## src/rtl/ifu_pkg.sv

```systemverilog
// Shared types and constants for the instruction fetch unit: FSM encoding
// and the layout of a prefetch buffer entry.
package ifu_pkg;

  typedef enum logic [1:0] {
    ST_IDLE = 2'd0,
    ST_WAIT = 2'd1,
    ST_DROP = 2'd2,
    ST_HALT = 2'd3
  } ifu_state_e;

  localparam int INST_BYTES = 4;

  // Entry layout, MSB first: {inst, pc, err}
  function automatic int fifo_entry_w(input int xlen, input int addr_w);
    return xlen + addr_w + 1;
  endfunction

endpackage

```

## src/rtl/ifu_fifo.sv

```systemverilog
// Generic synchronous FIFO with flush; head reads as zero when empty.
module ifu_fifo #(
  parameter int WIDTH = 8,
  parameter int DEPTH = 2,
  parameter int CNT_W = $clog2(DEPTH + 1)
) (
  input  logic             clk,
  input  logic             rst,
  input  logic             push,
  input  logic [WIDTH-1:0] push_data,
  input  logic             pop,
  input  logic             flush,
  output logic [WIDTH-1:0] head,
  output logic [CNT_W-1:0] count,
  output logic             empty
);

  localparam int PTR_W = (DEPTH > 1) ? $clog2(DEPTH) : 1;

  logic [WIDTH-1:0] mem_q [DEPTH];
  logic [PTR_W-1:0] wr_ptr_q, rd_ptr_q;
  logic [CNT_W-1:0] count_q;
  logic             do_push, do_pop;

  function automatic logic [PTR_W-1:0] ptr_inc(input logic [PTR_W-1:0] p);
    return (p == PTR_W'(DEPTH - 1)) ? '0 : p + PTR_W'(1);
  endfunction

  assign empty   = (count_q == '0);
  assign do_pop  = pop & ~empty;
  assign do_push = push & ((count_q != CNT_W'(DEPTH)) | do_pop);

  always_ff @(posedge clk) begin
    if (rst || flush) begin
      wr_ptr_q <= '0;
      rd_ptr_q <= '0;
      count_q  <= '0;
    end else begin
      if (do_push) wr_ptr_q <= ptr_inc(wr_ptr_q);
      if (do_pop)  rd_ptr_q <= ptr_inc(rd_ptr_q);
      count_q <= count_q + CNT_W'(do_push) - CNT_W'(do_pop);
    end
  end

  // Storage needs no reset: it is only visible through a valid count.
  always_ff @(posedge clk) begin
    if (!rst && !flush && do_push) mem_q[wr_ptr_q] <= push_data;
  end

  assign head  = empty ? '0 : mem_q[rd_ptr_q];
  assign count = count_q;

endmodule

```

## src/rtl/ifu_prefetch.sv

```systemverilog
// Instruction fetch unit: owns the fetch PC, issues one sequential bus read
// at a time and buffers returned words for the decoder.
module ifu_prefetch
  import ifu_pkg::*;
#(
  parameter int               XLEN     = 32,
  parameter int               ADDR_W   = 32,
  parameter int               DEPTH    = 2,
  parameter logic [ADDR_W-1:0] RESET_PC = 32'h8000_0000
) (
  input  logic              clk,
  input  logic              rst,
  input  logic              redirect_valid,
  input  logic [ADDR_W-1:0] redirect_pc,
  output logic              mem_req_valid,
  input  logic              mem_req_ready,
  output logic [ADDR_W-1:0] mem_req_addr,
  input  logic              mem_resp_valid,
  input  logic [XLEN-1:0]   mem_resp_data,
  input  logic              mem_resp_err,
  output logic              inst_valid,
  input  logic              inst_ready,
  output logic [XLEN-1:0]   inst,
  output logic [ADDR_W-1:0] inst_pc,
  output logic              inst_err
);

  localparam int EW    = fifo_entry_w(XLEN, ADDR_W);
  localparam int CNT_W = $clog2(DEPTH + 1);

  ifu_state_e        state_q;
  logic [ADDR_W-1:0] fetch_pc_q;
  logic [CNT_W-1:0]  fifo_count;
  logic              fifo_empty;
  logic [EW-1:0]     fifo_head;
  logic              space, req_hs, push, pop;
  logic [ADDR_W-1:0] req_pc, redir_target;

  // Requests only leave IDLE, so no request is ever outstanding while space
  // is evaluated; the single outstanding request implicitly owns one slot.
  assign space         = (fifo_count < CNT_W'(DEPTH));
  assign mem_req_valid = ~rst & (state_q == ST_IDLE) & space & ~redirect_valid;
  assign mem_req_addr  = fetch_pc_q;
  assign req_hs        = mem_req_valid & mem_req_ready;

  assign req_pc       = fetch_pc_q - ADDR_W'(INST_BYTES);
  assign redir_target = {redirect_pc[ADDR_W-1:2], 2'b00};

  assign push = mem_resp_valid & (state_q == ST_WAIT) & ~redirect_valid;
  assign pop  = inst_valid & inst_ready & ~redirect_valid;

  always_ff @(posedge clk) begin
    if (rst) begin
      state_q    <= ST_IDLE;
      fetch_pc_q <= RESET_PC;
    end else if (redirect_valid) begin
      fetch_pc_q <= redir_target;
      case (state_q)
        ST_WAIT, ST_DROP: state_q <= mem_resp_valid ? ST_IDLE : ST_DROP;
        default:          state_q <= ST_IDLE;
      endcase
    end else begin
      case (state_q)
        ST_IDLE: if (req_hs) begin
          state_q    <= ST_WAIT;
          fetch_pc_q <= fetch_pc_q + ADDR_W'(INST_BYTES);
        end
        ST_WAIT: if (mem_resp_valid) state_q <= mem_resp_err ? ST_HALT : ST_IDLE;
        ST_DROP: if (mem_resp_valid) state_q <= ST_IDLE;
        default: state_q <= ST_HALT;
      endcase
    end
  end

  always_ff @(posedge clk) begin
    if (!rst && mem_resp_valid)
      assert (state_q == ST_WAIT || state_q == ST_DROP)
        else $error("ifu_prefetch: mem_resp_valid with no outstanding request");
  end

  ifu_fifo #(
    .WIDTH (EW),
    .DEPTH (DEPTH),
    .CNT_W (CNT_W)
  ) u_fifo (
    .clk       (clk),
    .rst       (rst),
    .push      (push),
    .push_data ({mem_resp_data, req_pc, mem_resp_err}),
    .pop       (pop),
    .flush     (redirect_valid),
    .head      (fifo_head),
    .count     (fifo_count),
    .empty     (fifo_empty)
  );

  assign inst_valid = ~fifo_empty;
  assign {inst, inst_pc, inst_err} = fifo_head;

endmodule

```

## config.mk

```make
export PLATFORM = sky130hd
export DESIGN_NAME = ifu_prefetch
export DESIGN_NICKNAME = d
export VERILOG_FILES = /design/src/rtl/ifu_pkg.sv /design/src/rtl/ifu_fifo.sv /design/src/rtl/ifu_prefetch.sv
export SDC_FILE = /design/constraint.sdc
export NUM_CORES = 1
export LEC_CHECK = 0
export ABC_AREA = 1
export CAP_MARGIN = 40
export CORE_UTILIZATION = 52
export DETAILED_ROUTE_END_ITERATION = 8
export PLACE_DENSITY_LB_ADDON = 0.25
export SYNTH_ARGS = -nofsm -noshare
export SYNTH_HDL_FRONTEND = slang
export SYNTH_SLANG_ARGS = --single-unit
```

## constraint.sdc

```tcl
create_clock -name clk -period 6.8 [get_ports clk]
set_input_delay 0.68 -clock clk [delete_from_list [all_inputs] [get_ports clk]]
set_output_delay 0.68 -clock clk [all_outputs]
set_load 0.01 [all_outputs]
```

# [Word-level counts from Yosys, hierarchy flattened]
# Memory sizes are Yosys's and may differ from the RTL's. A register that Yosys moved wholly into a read port is not among the register bits.
# Index checks and enable logic that the tools add are counted.
[totals] reg_bits=38 latch_bits=0 mem_bits_rw=130 romBits=0 out_inout_bits=99 elab_cells=66 mem_count=1
[memory_table] memory="u_fifo.mem_q" depth=2 word_bits=65 read_ports=1 rd_clocked_by_memory_dff=1 wr=1 line_no="ifu_fifo.sv:20" rtl="logic [WIDTH-1:0] mem_q [DEPTH];"
[classes] add_sub_neg=6 mul=0 div_mod_pow=0 order_cmp=1 eq_ne=6 shift=0 mux=18 bitwise=14 reduce_logical=14
[ops] cell="32-bit two-way mux" n=3
[ops] cell="65-bit two-way mux" n=1
[ops] cell="32-bit by 3-bit adder with 32-bit output, second input constant" n=1
[ops] cell="32-bit by 3-bit subtractor with 32-bit output, second input constant" n=1
[ops] cell="2-bit two-way mux" n=7
[ops] cell="1-bit bitwise AND" n=10
[ops] cell="3-bit != test, second input constant" n=3
[ops] cell="1-bit two-way mux" n=6
[ops] cell="2-bit case mux with 3 select lines" n=1
[ops] cell="2-bit zero test" n=2
[ops] cell="2-bit AND reduction" n=2
[ops] cell="2-bit nonzero test" n=2
[ops] cell="2-bit OR reduction" n=2
[ops] cell="1-bit NOT" n=3
[ops] cell="3-bit AND reduction" n=1
[ops] cell="1-bit adder, second input constant" n=2
[ops] cell="2-bit by 1-bit adder with 2-bit output" n=1
[ops] cell="2-bit by 1-bit equality test with 1-bit output, second input constant" n=1
[ops] cell="2-bit equality test, second input constant" n=1
[ops] cell="1-bit logical AND" n=2
[ops] cell="1-bit zero test" n=2
[ops] cell="2-bit less-than comparator, second input constant" n=1
[ops] cell="2-bit != test, second input constant" n=1
[ops] cell="2-bit by 1-bit subtractor with 2-bit output" n=1
[ops] cell="2 further kinds" n=2

# [Logic depth before layout (Yosys ltp)]
[depth] depth_word=10 ltp_mapped=12 mapped_depth_nobuf=11

# [By module]
# Synthesis repeated with hierarchy kept, for this count alone.
[hier_totals] cells_unflattened=928 hier_area_um2=8227.9
[modules_own_cells] module="ifu_fifo" n_inst=1 cells_per_inst=391 area_per_inst_um2=5141.2 seq_area_each_um2=4003.8
[modules_own_cells] module="ifu_prefetch" n_inst=1 cells_per_inst=537 area_per_inst_um2=3086.7 seq_area_each_um2=640.6

# [Least setup slack after synthesis]
# OpenSTA, ideal clock, no wires.
[synth_timing] kind="input port to flip-flop" startpoint="input redirect_valid" endpoint="memory u_fifo.mem_q[0][0] (netlist name), enable pin" arrival_time_ps=5293 required_time_ps=6238 slack_ps=946 cell_stages=4 n_path_buf=1 cell_sequence="buf_2 nor2_1 nand2_1 nor3_1"
[synth_via] elab_chain_len=8 elab_cells_between_ends=11 cone_classes="2 x mux; 6 x bitwise; 3 x reduce/logical"
[synth_rtl] item="start: declaration" line_no="ifu_prefetch.sv:13" rtl="input logic redirect_valid,"
[synth_rtl] item="1-bit NOT" line_no="ifu_prefetch.sv:49, ifu_prefetch.sv:50"
[synth_rtl] item="1-bit bitwise AND" line_no="ifu_prefetch.sv:50" rtl="assign pop = inst_valid & inst_ready & ~redirect_valid;"
[synth_rtl] item="1-bit bitwise AND" line_no="ifu_fifo.sv:30" rtl="assign do_pop = pop & ~empty;"
[synth_rtl] item="1-bit bitwise OR" line_no="ifu_fifo.sv:31" rtl="assign do_push = push & ((count_q != CNT_W'(DEPTH)) | do_pop);"
[synth_rtl] item="1-bit bitwise AND" line_no="ifu_fifo.sv:31"
[synth_rtl] item="1-bit logical AND *" line_no="ifu_fifo.sv:47" rtl="if (!rst && !flush && do_push) mem_q[wr_ptr_q] <= push_data;"
[synth_rtl] item="1-bit two-way mux *" line_no="ifu_fifo.sv:47"
[synth_rtl] item="1-bit two-way mux (not written as such) *" line_no="ifu_fifo.sv:47"
[synth_rtl] item="end: declaration" line_no="ifu_fifo.sv:20"
# Every way passes the cells marked *; elsewhere a longest branch is shown, timed or not.

# [Final worst setup path]
[layout_timing] startpoint="input redirect_valid" endpoint="output mem_req_valid"
[layout_via] elab_chain_len=2
[layout_rtl] item="1-bit NOT" line_no="ifu_prefetch.sv:42" rtl="assign mem_req_valid = ~rst & (state_q == ST_IDLE) & space & ~redirect_valid;"
[layout_rtl] item="1-bit bitwise AND" line_no="ifu_prefetch.sv:42"
[layout_rtl] item="end: declaration" line_no="ifu_prefetch.sv:15" rtl="output logic mem_req_valid,"
# Every way passes these cells.

==> flow_metrics.env <==
export IMPL_status="finished, final reports clean"
export IMPL_holdBufCountCts=0
export IMPL_clkSlewWorstSetupHoldPaths_ns=0.07
export IMPL_portBuffers=163
export IMPL_yosysWarnings=0
export IMPL_setup_viol=0
export IMPL_synth_area_top_cells="edfxtp_1 (46%), nand2_1 (13%), dfxtp_1 (9.1%)"
export IMPL_ctsLongestPathBuffers=2
export IMPL_clkPwrFrac_pct=41.0
export IMPL_grt_pass1_wl_um=31500
export IMPL_cts_max_level=4
export IMPL_hold_worst_slack_ns=0.479
export IMPL_synth_edf_count=126
export IMPL_fillerInstances=1186
export IMPL_initialDrtViolationCount=474
export IMPL_reg2reg_slack_ns=4.15
export IMPL_synth_top_area_share_pct=46.3
export IMPL_ys_types=45
export IMPL_fin_nets=1137
export IMPL_clkSinkCount=163
export IMPL_wirelength_um=19900
export IMPL_cp_end_kind="primary output"
export IMPL_async_reset_ff_share_pct=0
export IMPL_multi_input_area_um2=3140
export IMPL_ys_seq_area_share_pct=55.3
export IMPL_num_io_pins=170
export IMPL_ir_worst_vdd_uv=178
export IMPL_n_antenna_cell=0
export IMPL_drive_gt1_share_pct=8.96
export IMPL_drt_pass1_iter_count=5
export IMPL_postSynthCellCount=909
export IMPL_max_freq_mhz=268
export IMPL_start_util_pct=53.6
export IMPL_via_count=6651
export IMPL_worst_ep_required_time_ns=6.12
export IMPL_route_detailed_drc=0
export IMPL_core_um2=15300
export IMPL_syn_area_um2=8180
export IMPL_place_area_um2=9920
export IMPL_wl_per_cell_um=15.5
export IMPL_final_cell_area_um2=10500
export IMPL_fin_util_pct=69.1
export IMPL_ant_nets=0
export IMPL_register_area_um2=4530
export IMPL_cp_max_fo=30
export IMPL_die_y_um=127
export IMPL_maxSlewHeadroom_pct=43.4
export IMPL_yosys_area_top_type="edfxtp_1"
export IMPL_skew_ns=0.00793
export IMPL_area_delta_synth_final_pct=28.9
export IMPL_postCtsSetupBuffers=0
export IMPL_timing_critical_path_arrival_ns=3.05
export IMPL_p_int_w=0.00182
export IMPL_routed_via_density=5.19
export IMPL_hold_path_class="reg2reg"
export IMPL_synthTopCellsByCount="nand2_1 (275), edfxtp_1 (126), nor2_1 (89), a21oi_1 (88), inv_1 (62)"
export IMPL_grt_antenna_before_repair=0
export IMPL_cts_buffers=17
export IMPL_cap_violations=0
export IMPL_finalPower_w=0.00243
export IMPL_crit_type="in2out"
export IMPL_min_period_ns=3.73
export IMPL_hold_violations=0
export IMPL_fin_crit_sh_pct=54.8
export IMPL_switching_share_pct=25.1
export IMPL_die_area_um2=16200
export IMPL_slew_viol_final=0
export IMPL_cts_tree="yes"
export IMPL_yosys_register_bits=163
export IMPL_clock_latency_ns=0.42
export IMPL_postCtsResizedCells=0
export IMPL_cp_start_kind="primary input"
export IMPL_p_switching_w=0.000610
export IMPL_cts_root_buf="clkbuf_16"
export IMPL_fp_dieW_um=127
export IMPL_gr_usage_all_layers_pct=25.4
export IMPL_setup_tns_final_ns=0
export IMPL_powerDensity_nw_per_um2=231
export IMPL_dp_hpwl_um=13700
export IMPL_grt_max_degree=65
export IMPL_grt_overflow_total=0
export IMPL_synth_main_ff_cell="edfxtp_1"
export IMPL_worst_slew_pin_slew_ns=0.849
export IMPL_first_global_vias=6318
export IMPL_rows=45
export IMPL_p_leak_nw=3.99
export IMPL_seq_power_share_pct=47.0
export IMPL_power_frac_comb_pct=12.0
export IMPL_synth_most_common_cell="nand2_1"
export IMPL_avgSynthCellArea_um2=9.00
export IMPL_place_congestion=0.956
export IMPL_rsz0062_at_grt="no"
## per-stage QoR
step / cells / worst slack (ns)
after floorplan: 912 / 0.946
after global placement: 1248 / 3.09
after detailed placement: 1250 / 3.07
after CTS: 1282 / 3.06
after global routing: 1282 / 2.93
final: 1282 / 3.07
## power groups by stage
stage / clock network (W) / registers, W / logic (W)
3_3_place_gp: 0 / 0.00116 / 0.000282
6_report: 0.000998 / 0.00114 / 0.000292
2_1_floorplan: 0 / 0.00116 / 0.000175
3_5_place_dp: 0 / 0.00116 / 0.000291
5_1_grt: 0.00105 / 0.00115 / 0.000323
4_1_cts: 0.00101 / 0.00114 / 0.000293
## worst max-delay path, cell delays in order
cell and delay [ns]:
clkdlybuf4s50_1 0.39, buf_4 0.24, inv_1 0.56, nand2_1 0.33
nor2_8 0.25, clkdlybuf4s50_1 0.58
## area by class of cell
| cell class | count | share of cell area, % |
|---|---|---|
| clock buffers | 17 | 4.04 |
| clock inverters | 15 | 1.83 |
| inverters | 74 | 2.68 |
| multi-input cells | 630 | 29.8 |
| flip-flops and latches | 163 | 42.9 |
| well taps | 211 | 2.50 |
| repair buffers | 172 | 16.2 |
## per-layer routing
metal  up-vias  part of all wire, %  global-route usage (%)
met5         -                    0                       0
met4         0                  2.1                    9.17
met3        26                  7.2                    5.86
met2       259                   47                    42.0
met1      3069                   44                    32.8
li1       3297                    -                       -
## cells in the final DEF (no fill, tap or decap), types with 2 or more instances in the layout
cell type and count:
a21oi_1 88, a31oi_1 8, buf_4 8, bufinv_16 3, clkbuf_16 17, clkdlybuf4s50_1 163
clkinv_4 3, conb_1 4, dfxtp_1 36, edfxtp_1 126, ha_1 8, inv_1 62
inv_2 9, inv_4 2, inv_6 6, nand2_1 275, nand2_2 8, nand2_4 4
nand3_1 34, nand4_1 11, nor2_1 88, nor2_2 10, nor2_4 6, nor2_8 4
nor3_1 3, o21ai_0 24, o21ai_1 3, o21ai_2 3, o221ai_1 3, xnor2_1 3
xor2_1 28
## logic make-up (layout without fill, tap and decap cells)
group | Yosys count | in the layout | synth area share (%)
AOI/OAI and AO/OA | 134 | 134 | 8.78
buffers and inverters | 119 | 278 | 6.56
xor gates and xnor gates | 31 | 31 | 3.32
DFF | 163 | 163 | 55.3
adders and majority gates | 8 | 8 | 1.22
and+or+nand+nor | 453 | 453 | 24.7
other | 1 | 4 | 0.0459
## worst paths after layout
path / cells past startpoint / endpoint / from
max: 6 / mem_req_valid / redirect_valid
max reg2reg: 9 / u_fifo.mem_q[0][51]$_DFFE_PP_ / u_fifo.count[1]$_SDFF_PP0_
min: 2 / flop / u_fifo.rd_ptr_q$_SDFFE_PP0P_
min reg2reg: 2 / flop / u_fifo.rd_ptr_q$_SDFFE_PP0P_
## sequential cells by signal, summed over array words and instances, names as in the netlist, named ones only
| name | cells |
|---|---|
| u_fifo.mem_q | 126 |
| mem_req_addr | 30 |
| u_fifo.wr_ptr_q | 1 |
| state_q | 2 |
| u_fifo.count | 2 |
| u_fifo.rd_ptr_q | 1 |
Note: power is estimated with default switching activity, not from simulation.
